===== src/rtl/key_conditioner.sv =====
// key_conditioner
//
// Per-key push-button conditioner: a two-flop synchroniser, a counter-based
// debounce FSM per key, and registered level / single-cycle edge outputs.
// Every key channel is independent and runs in parallel on clk.
//
// Optional feature macro: KEY_AUTOREPEAT_EN
//   When defined, a key held in PRESSED emits extra key_press pulses
//   HOLD_CYCLES edges after the accepted press, then every REPEAT_CYCLES.
//   When undefined, no repeat logic is built and HOLD_CYCLES and
//   REPEAT_CYCLES have no effect beyond the legality check.
//
// Parameters:
//   NUM_KEYS        number of key channels
//   DEBOUNCE_CYCLES consecutive stable cycles needed to accept a change (>=1)
//   HOLD_CYCLES     cycles from accepted press to first repeat pulse (>=1)
//   REPEAT_CYCLES   cycles between subsequent repeat pulses (>=1)
//
// Ports:
//   clk         system clock, all logic on its rising edge
//   rst         synchronous active-high reset
//   key_n       raw asynchronous keys, active-low (0 = pressed)
//   key_level   debounced key state, 1 = pressed
//   key_press   one-cycle pulse on an accepted press (and on auto-repeat)
//   key_release one-cycle pulse on an accepted release
//
// Each channel's FSM state is held in gen_key[i].state_q for observation.

module key_conditioner #(
    parameter int NUM_KEYS        = 4,
    parameter int DEBOUNCE_CYCLES = 1000000,
    parameter int HOLD_CYCLES     = 25000000,
    parameter int REPEAT_CYCLES   = 12500000
) (
    input  logic                clk,
    input  logic                rst,
    input  logic [NUM_KEYS-1:0] key_n,
    output logic [NUM_KEYS-1:0] key_level,
    output logic [NUM_KEYS-1:0] key_press,
    output logic [NUM_KEYS-1:0] key_release
);

    typedef enum logic [1:0] {
        IDLE         = 2'd0,
        PRESS_WAIT   = 2'd1,
        PRESSED      = 2'd2,
        RELEASE_WAIT = 2'd3
    } key_state_t;

    localparam int CW = $clog2(DEBOUNCE_CYCLES) + 1;
    localparam logic [CW-1:0] CNT_LAST = CW'(DEBOUNCE_CYCLES - 1);

    localparam bit CFG_OK = (NUM_KEYS >= 1) && (DEBOUNCE_CYCLES >= 1) &&
                            (HOLD_CYCLES >= 1) && (REPEAT_CYCLES >= 1);

    if (!CFG_OK) begin : g_cfg_error
        $error("key_conditioner: illegal parameter value");
    end

    // Two-flop synchroniser; reset loads the released level.
    logic [NUM_KEYS-1:0] sync1;
    logic [NUM_KEYS-1:0] sync2;

    always_ff @(posedge clk) begin
        if (rst) begin
            sync1 <= '1;
            sync2 <= '1;
        end else begin
            sync1 <= key_n;
            sync2 <= sync1;
        end
    end

    for (genvar i = 0; i < NUM_KEYS; i++) begin : gen_key
        key_state_t    state_q, state_d;
        logic [CW-1:0] cnt_q, cnt_d;
        logic          level_q, level_d;
        logic          press_q, press_d;
        logic          release_q, release_d;
        logic          rep_pulse;

        always_comb begin
            state_d   = state_q;
            cnt_d     = cnt_q;
            level_d   = level_q;
            press_d   = 1'b0;
            release_d = 1'b0;
            case (state_q)
                IDLE: begin
                    if (!sync2[i]) begin
                        state_d = PRESS_WAIT;
                        cnt_d   = '0;
                    end
                end
                PRESS_WAIT: begin
                    if (sync2[i]) begin
                        state_d = IDLE;
                        cnt_d   = '0;
                    end else if (cnt_q == CNT_LAST) begin
                        state_d = PRESSED;
                        level_d = 1'b1;
                        press_d = 1'b1;
                    end else begin
                        cnt_d = cnt_q + 1'b1;
                    end
                end
                PRESSED: begin
                    if (sync2[i]) begin
                        state_d = RELEASE_WAIT;
                        cnt_d   = '0;
                    end
                end
                RELEASE_WAIT: begin
                    // A bounce back to low keeps the key pressed silently.
                    if (!sync2[i]) begin
                        state_d = PRESSED;
                    end else if (cnt_q == CNT_LAST) begin
                        state_d   = IDLE;
                        level_d   = 1'b0;
                        release_d = 1'b1;
                    end else begin
                        cnt_d = cnt_q + 1'b1;
                    end
                end
                default: begin
                    state_d = IDLE;
                    cnt_d   = '0;
                end
            endcase
        end

`ifdef KEY_AUTOREPEAT_EN
        localparam int RMAX = (HOLD_CYCLES > REPEAT_CYCLES) ? HOLD_CYCLES : REPEAT_CYCLES;
        localparam int RW   = $clog2(RMAX) + 1;
        localparam logic [RW-1:0] HOLD_LAST = RW'(HOLD_CYCLES - 1);
        localparam logic [RW-1:0] REP_LAST  = RW'(REPEAT_CYCLES - 1);

        logic [RW-1:0] rcnt_q, rcnt_d;
        logic          rep_q, rep_d;  // first repeat already issued

        // Counter sits at zero outside PRESSED/RELEASE_WAIT, which covers
        // both the clear on entering PRESSED and the clear on release.
        // It only advances on cycles that stay in PRESSED, so it is frozen
        // across RELEASE_WAIT and resumes after a bounce.
        always_comb begin
            rcnt_d    = rcnt_q;
            rep_d     = rep_q;
            rep_pulse = 1'b0;
            if (state_q != PRESSED && state_q != RELEASE_WAIT) begin
                rcnt_d = '0;
                rep_d  = 1'b0;
            end else if (state_q == PRESSED && !sync2[i]) begin
                if (rcnt_q == (rep_q ? REP_LAST : HOLD_LAST)) begin
                    rep_pulse = 1'b1;
                    rcnt_d    = '0;
                    rep_d     = 1'b1;
                end else begin
                    rcnt_d = rcnt_q + 1'b1;
                end
            end
        end

        always_ff @(posedge clk) begin
            if (rst) begin
                rcnt_q <= '0;
                rep_q  <= 1'b0;
            end else begin
                rcnt_q <= rcnt_d;
                rep_q  <= rep_d;
            end
        end
`else
        assign rep_pulse = 1'b0;
`endif

        always_ff @(posedge clk) begin
            if (rst) begin
                state_q   <= IDLE;
                cnt_q     <= '0;
                level_q   <= 1'b0;
                press_q   <= 1'b0;
                release_q <= 1'b0;
            end else begin
                state_q   <= state_d;
                cnt_q     <= cnt_d;
                level_q   <= level_d;
                press_q   <= press_d | rep_pulse;
                release_q <= release_d;
            end
        end

        assign key_level[i]   = level_q;
        assign key_press[i]   = press_q;
        assign key_release[i] = release_q;
    end

endmodule


===== config.mk =====
export PLATFORM = sky130hd
export DESIGN_NAME = key_conditioner
export DESIGN_NICKNAME = d
export VERILOG_FILES = /design/src/rtl/key_conditioner.sv
export SDC_FILE = /design/constraint.sdc
export NUM_CORES = 1
export LEC_CHECK = 0
export BUFFER_PORTS_ARGS = -buffer_cell sky130_fd_sc_hd__buf_2
export CORE_MARGIN = 8
export CORE_UTILIZATION = 25
export DETAILED_ROUTE_END_ITERATION = 10
export PLACE_DENSITY_LB_ADDON = 0.08
export SKIP_CTS_REPAIR_TIMING = 1
export SYNTH_ARGS = -nofsm -noshare
export SYNTH_HDL_FRONTEND = slang
export SYNTH_SLANG_ARGS = --single-unit
export TNS_END_PERCENT = 1

===== constraint.sdc =====
create_clock -name clk -period 4.47 [get_ports clk]
set_input_delay 1.1175 -clock clk [delete_from_list [all_inputs] [get_ports clk]]
set_output_delay 1.1175 -clock clk [all_outputs]
set_load 0.05 [all_outputs]

==> qor.yml <==
yosys:
  synthTopCellsByCount: "dfxtp_1 (112), nor2_1 (87), nand2_1 (51), nand4_1 (35), nand3_1 (33)"
  yosys.area.top_type_share_pct: 39.77
  synth-async-reset-ratio_pct: 0
  yosysMostFrequentCell: "dfxtp_1"
  synth-edff-count: 0
  syn_area_um2: 5638
  synth_cell_types: 58
  synth_seq_area_share_pct: 39.77
  yosys_register_bits: 112
  yosys_most_used_dff: "dfxtp_1"
  postSynthCellCount: 678
  yosys.area.top_type: "dfxtp_1"
  yosys_warnings: 0
  synth_nets: 688
  synth.avg_cell_area_um2: 8.315
  synth_area_leaders: "dfxtp_1 (40%), nor2_1 (5.8%), xor2_1 (4.5%), xnor2_1 (4.2%), nand4_1 (3.9%)"
global_route:
  grt_max_degree: 30
  grt_overflow_total: 0
  grt_pass1_wl_mm: 23.72
  grt_antenna_before_repair: 0
  grt_use_total_pct: 10.17
  grt_pass1_vias: 4728
setup_path:
  startpoint_type: "flop"
  cp.arrival_ns: 2.83
  path_cells: "or4_1, nor4_2, a2111oi_0, xnor2_1, nor2_1"
  slowest_stage: "nor4_2"
  crit_path_max_fanout: 12
  crit_required_ns: 4.69
  path_class: "reg -> reg"
  critical_path.max_stage_delay_ns: 0.86
  crit_path_end_kind: "flop"
floorplan:
  core_area_um2: 22370
  initial_utilization_pct: 25.21
  rows: 55
  fp.dieArea_um2: 27610
  die_w_um: 166.2
  io_pins: 18
  die_h_um: 166.2
final_layout:
  drive_gt1_share_pct: 8.172
  final_cells: 958
  fin_util_pct: 27.59
  fin_nets: 678
  synthToLayoutAreaGrowth_pct: 9.454
  antenna_cells: 0
routing:
  routed_via_density: 4.990
  ant_nets: 0
  routedWlPerCell_um: 14.22
  drt_iter0_drc: 208
  num_vias: 4780
  drc: 0
  first_pass_iters: 4
  wirelength_mm: 13.63
timing:
  rsz0062_at_grt: "no"
  skew_ns: 0.006828
  max_freq_ghz: 0.3836
  postLayoutSetupSlackWorst_ns: 1.863
  maxSlewViolCount: 0
  worstMarginPinSlew_ns: 1.132
  fin_crit_ns: 2.607
  finalSetupViolations: 0
  fin_crit_sh_pct: 58.31
  finalSetupTns_ns: 0
  hold_viol_final: 0
  relSlewSlack_pct: 23.83
placed_design:
  port_buffers: 17
  gp_congestion: 0.7714
  post-place-cells: 942
  dp_hpwl_mm: 9.656
  place_ws_ns: 1.460
clock_network:
  htree_num_levels: 3
  numCtsBuffers: 9
  clkSinkCount: 112
  cts_buffer_depth: 2
  clk_latency_ns: 0.35
  clk_pin_slew_ns: 0.08
  cts_tree: "built"
  clock-root-buffer: "clkbuf_16"
flow_run:
  drv_cap: 0
power_and_ir_drop:
  pwr_density_cell_nw_per_um2: 306.2
  ir_drop_uv: 157.2
  p_leak_nw: 1.928
outcome:
  status: "finished clean"
hold_path:
  holdCritPathClass: "reg -> reg"
[placed cells by master, fill, tap and decap left out, drive strengths merged, types with 19 or more instances in the layout]
| cell | count |
|---|---|
| nor3 | 19 |
| nand2 | 51 |
| dfxtp | 112 |
| o21ai | 24 |
| buf | 20 |
| nand4 | 35 |
| nor4 | 27 |
| xnor2 | 27 |
| nor2 | 87 |
| nand3 | 35 |
| xor2 | 29 |
[flip-flops by register name, summed over array words and instances (netlist names), named ones only]
name and count:
gen_key.level_q 4, sync2 4, sync1 4, gen_key.release_q 4, gen_key.cnt_q 84, gen_key.state_q 4
gen_key.press_q 4
[kinds of logic (layout without fill, tap and decap cells)]
family                   count (synthesis)  in the layout  synth area share [%]
buffers and inverters                   55             50                 4.572
XOR/XNOR                                56             56                 8.700
AO/OA/AOI/OAI                           93             93                 10.68
AND/OR/NAND/NOR                        351            351                 34.15
flip-flops                             112            112                 39.77
multiplexers                             7              7                 1.243
adder cells (fa/ha/maj)                  4              4                0.8877
[cell type report]
| class | instances | area, um2 |
|---|---|---|
| clock buffer | 11 | 242.7 |
| inverter | 14 | 52.55 |
| tap | 285 | 356.6 |
| clock inverter | 5 | 31.28 |
| sequential | 112 | 2242 |
| fill | 2410 | 16190 |
| multi-input combinational | 511 | 3138 |
| timing repair buffer | 20 | 107.6 |
[path summary, 6_finish.rpt]
| path | start | end | slack, ns | cells after the start |
|---|---|---|---|---|
| hold reg to reg | sync1[1] | sync2[1] | 0.42 | 1 |
| setup reg to reg | gen_key[1].cnt_q[6] | gen_key[1].cnt_q[5] | 1.86 | 5 |
| hold / removal | sync1[1] | sync2[1] | 0.42 | 1 |
| setup / recovery | gen_key[1].cnt_q[6] | gen_key[1].cnt_q[5] | 1.86 | 5 |
[per-stage QoR]
step	area [um2]	total power, mW	hold slack [ns]
2_1_floorplan	5638	1.121	0.3895
3_3_place_gp	5897	1.142	0.4038
3_5_place_dp	5897	1.143	0.4017
4_1_cts	6171	1.930	0.4240
5_1_grt	6171	1.985	0.4438
6_report	6171	1.889	0.4203
[layer usage]
| layer | vias to the layer above | track usage [%] | wire (um) |
|---|---|---|---|
| met5 | - | 0 | 0 |
| met4 | 0 | 2.253 | 116 |
| met3 | 7 | 2.543 | 363 |
| met2 | 47 | 16.31 | 6153 |
| met1 | 2287 | 13.52 | 6992 |
| li1 | 2439 | - | - |
[report_power, final]
group	leakage [nW]	internal (mW)	switching (mW)	total [mW]
Combinational	0.886	0.0257	0.0692	0.0949
Sequential	0.905	1.01	0.0132	1.02
Clock	0.136	0.394	0.378	0.772
Total	1.93	1.43	0.461	1.89
[worst max-delay path, delay by kind of cell (launching register included)]
kind / cells / cell delay, ns
AOI/OAI and AO/OA: 1 / 0.34
xor gates and xnor gates: 1 / 0.22
and+or+nand+nor: 3 / 1.54
DFF: 1 / 0.37
Note: power is estimated with default switching activity, not from simulation.
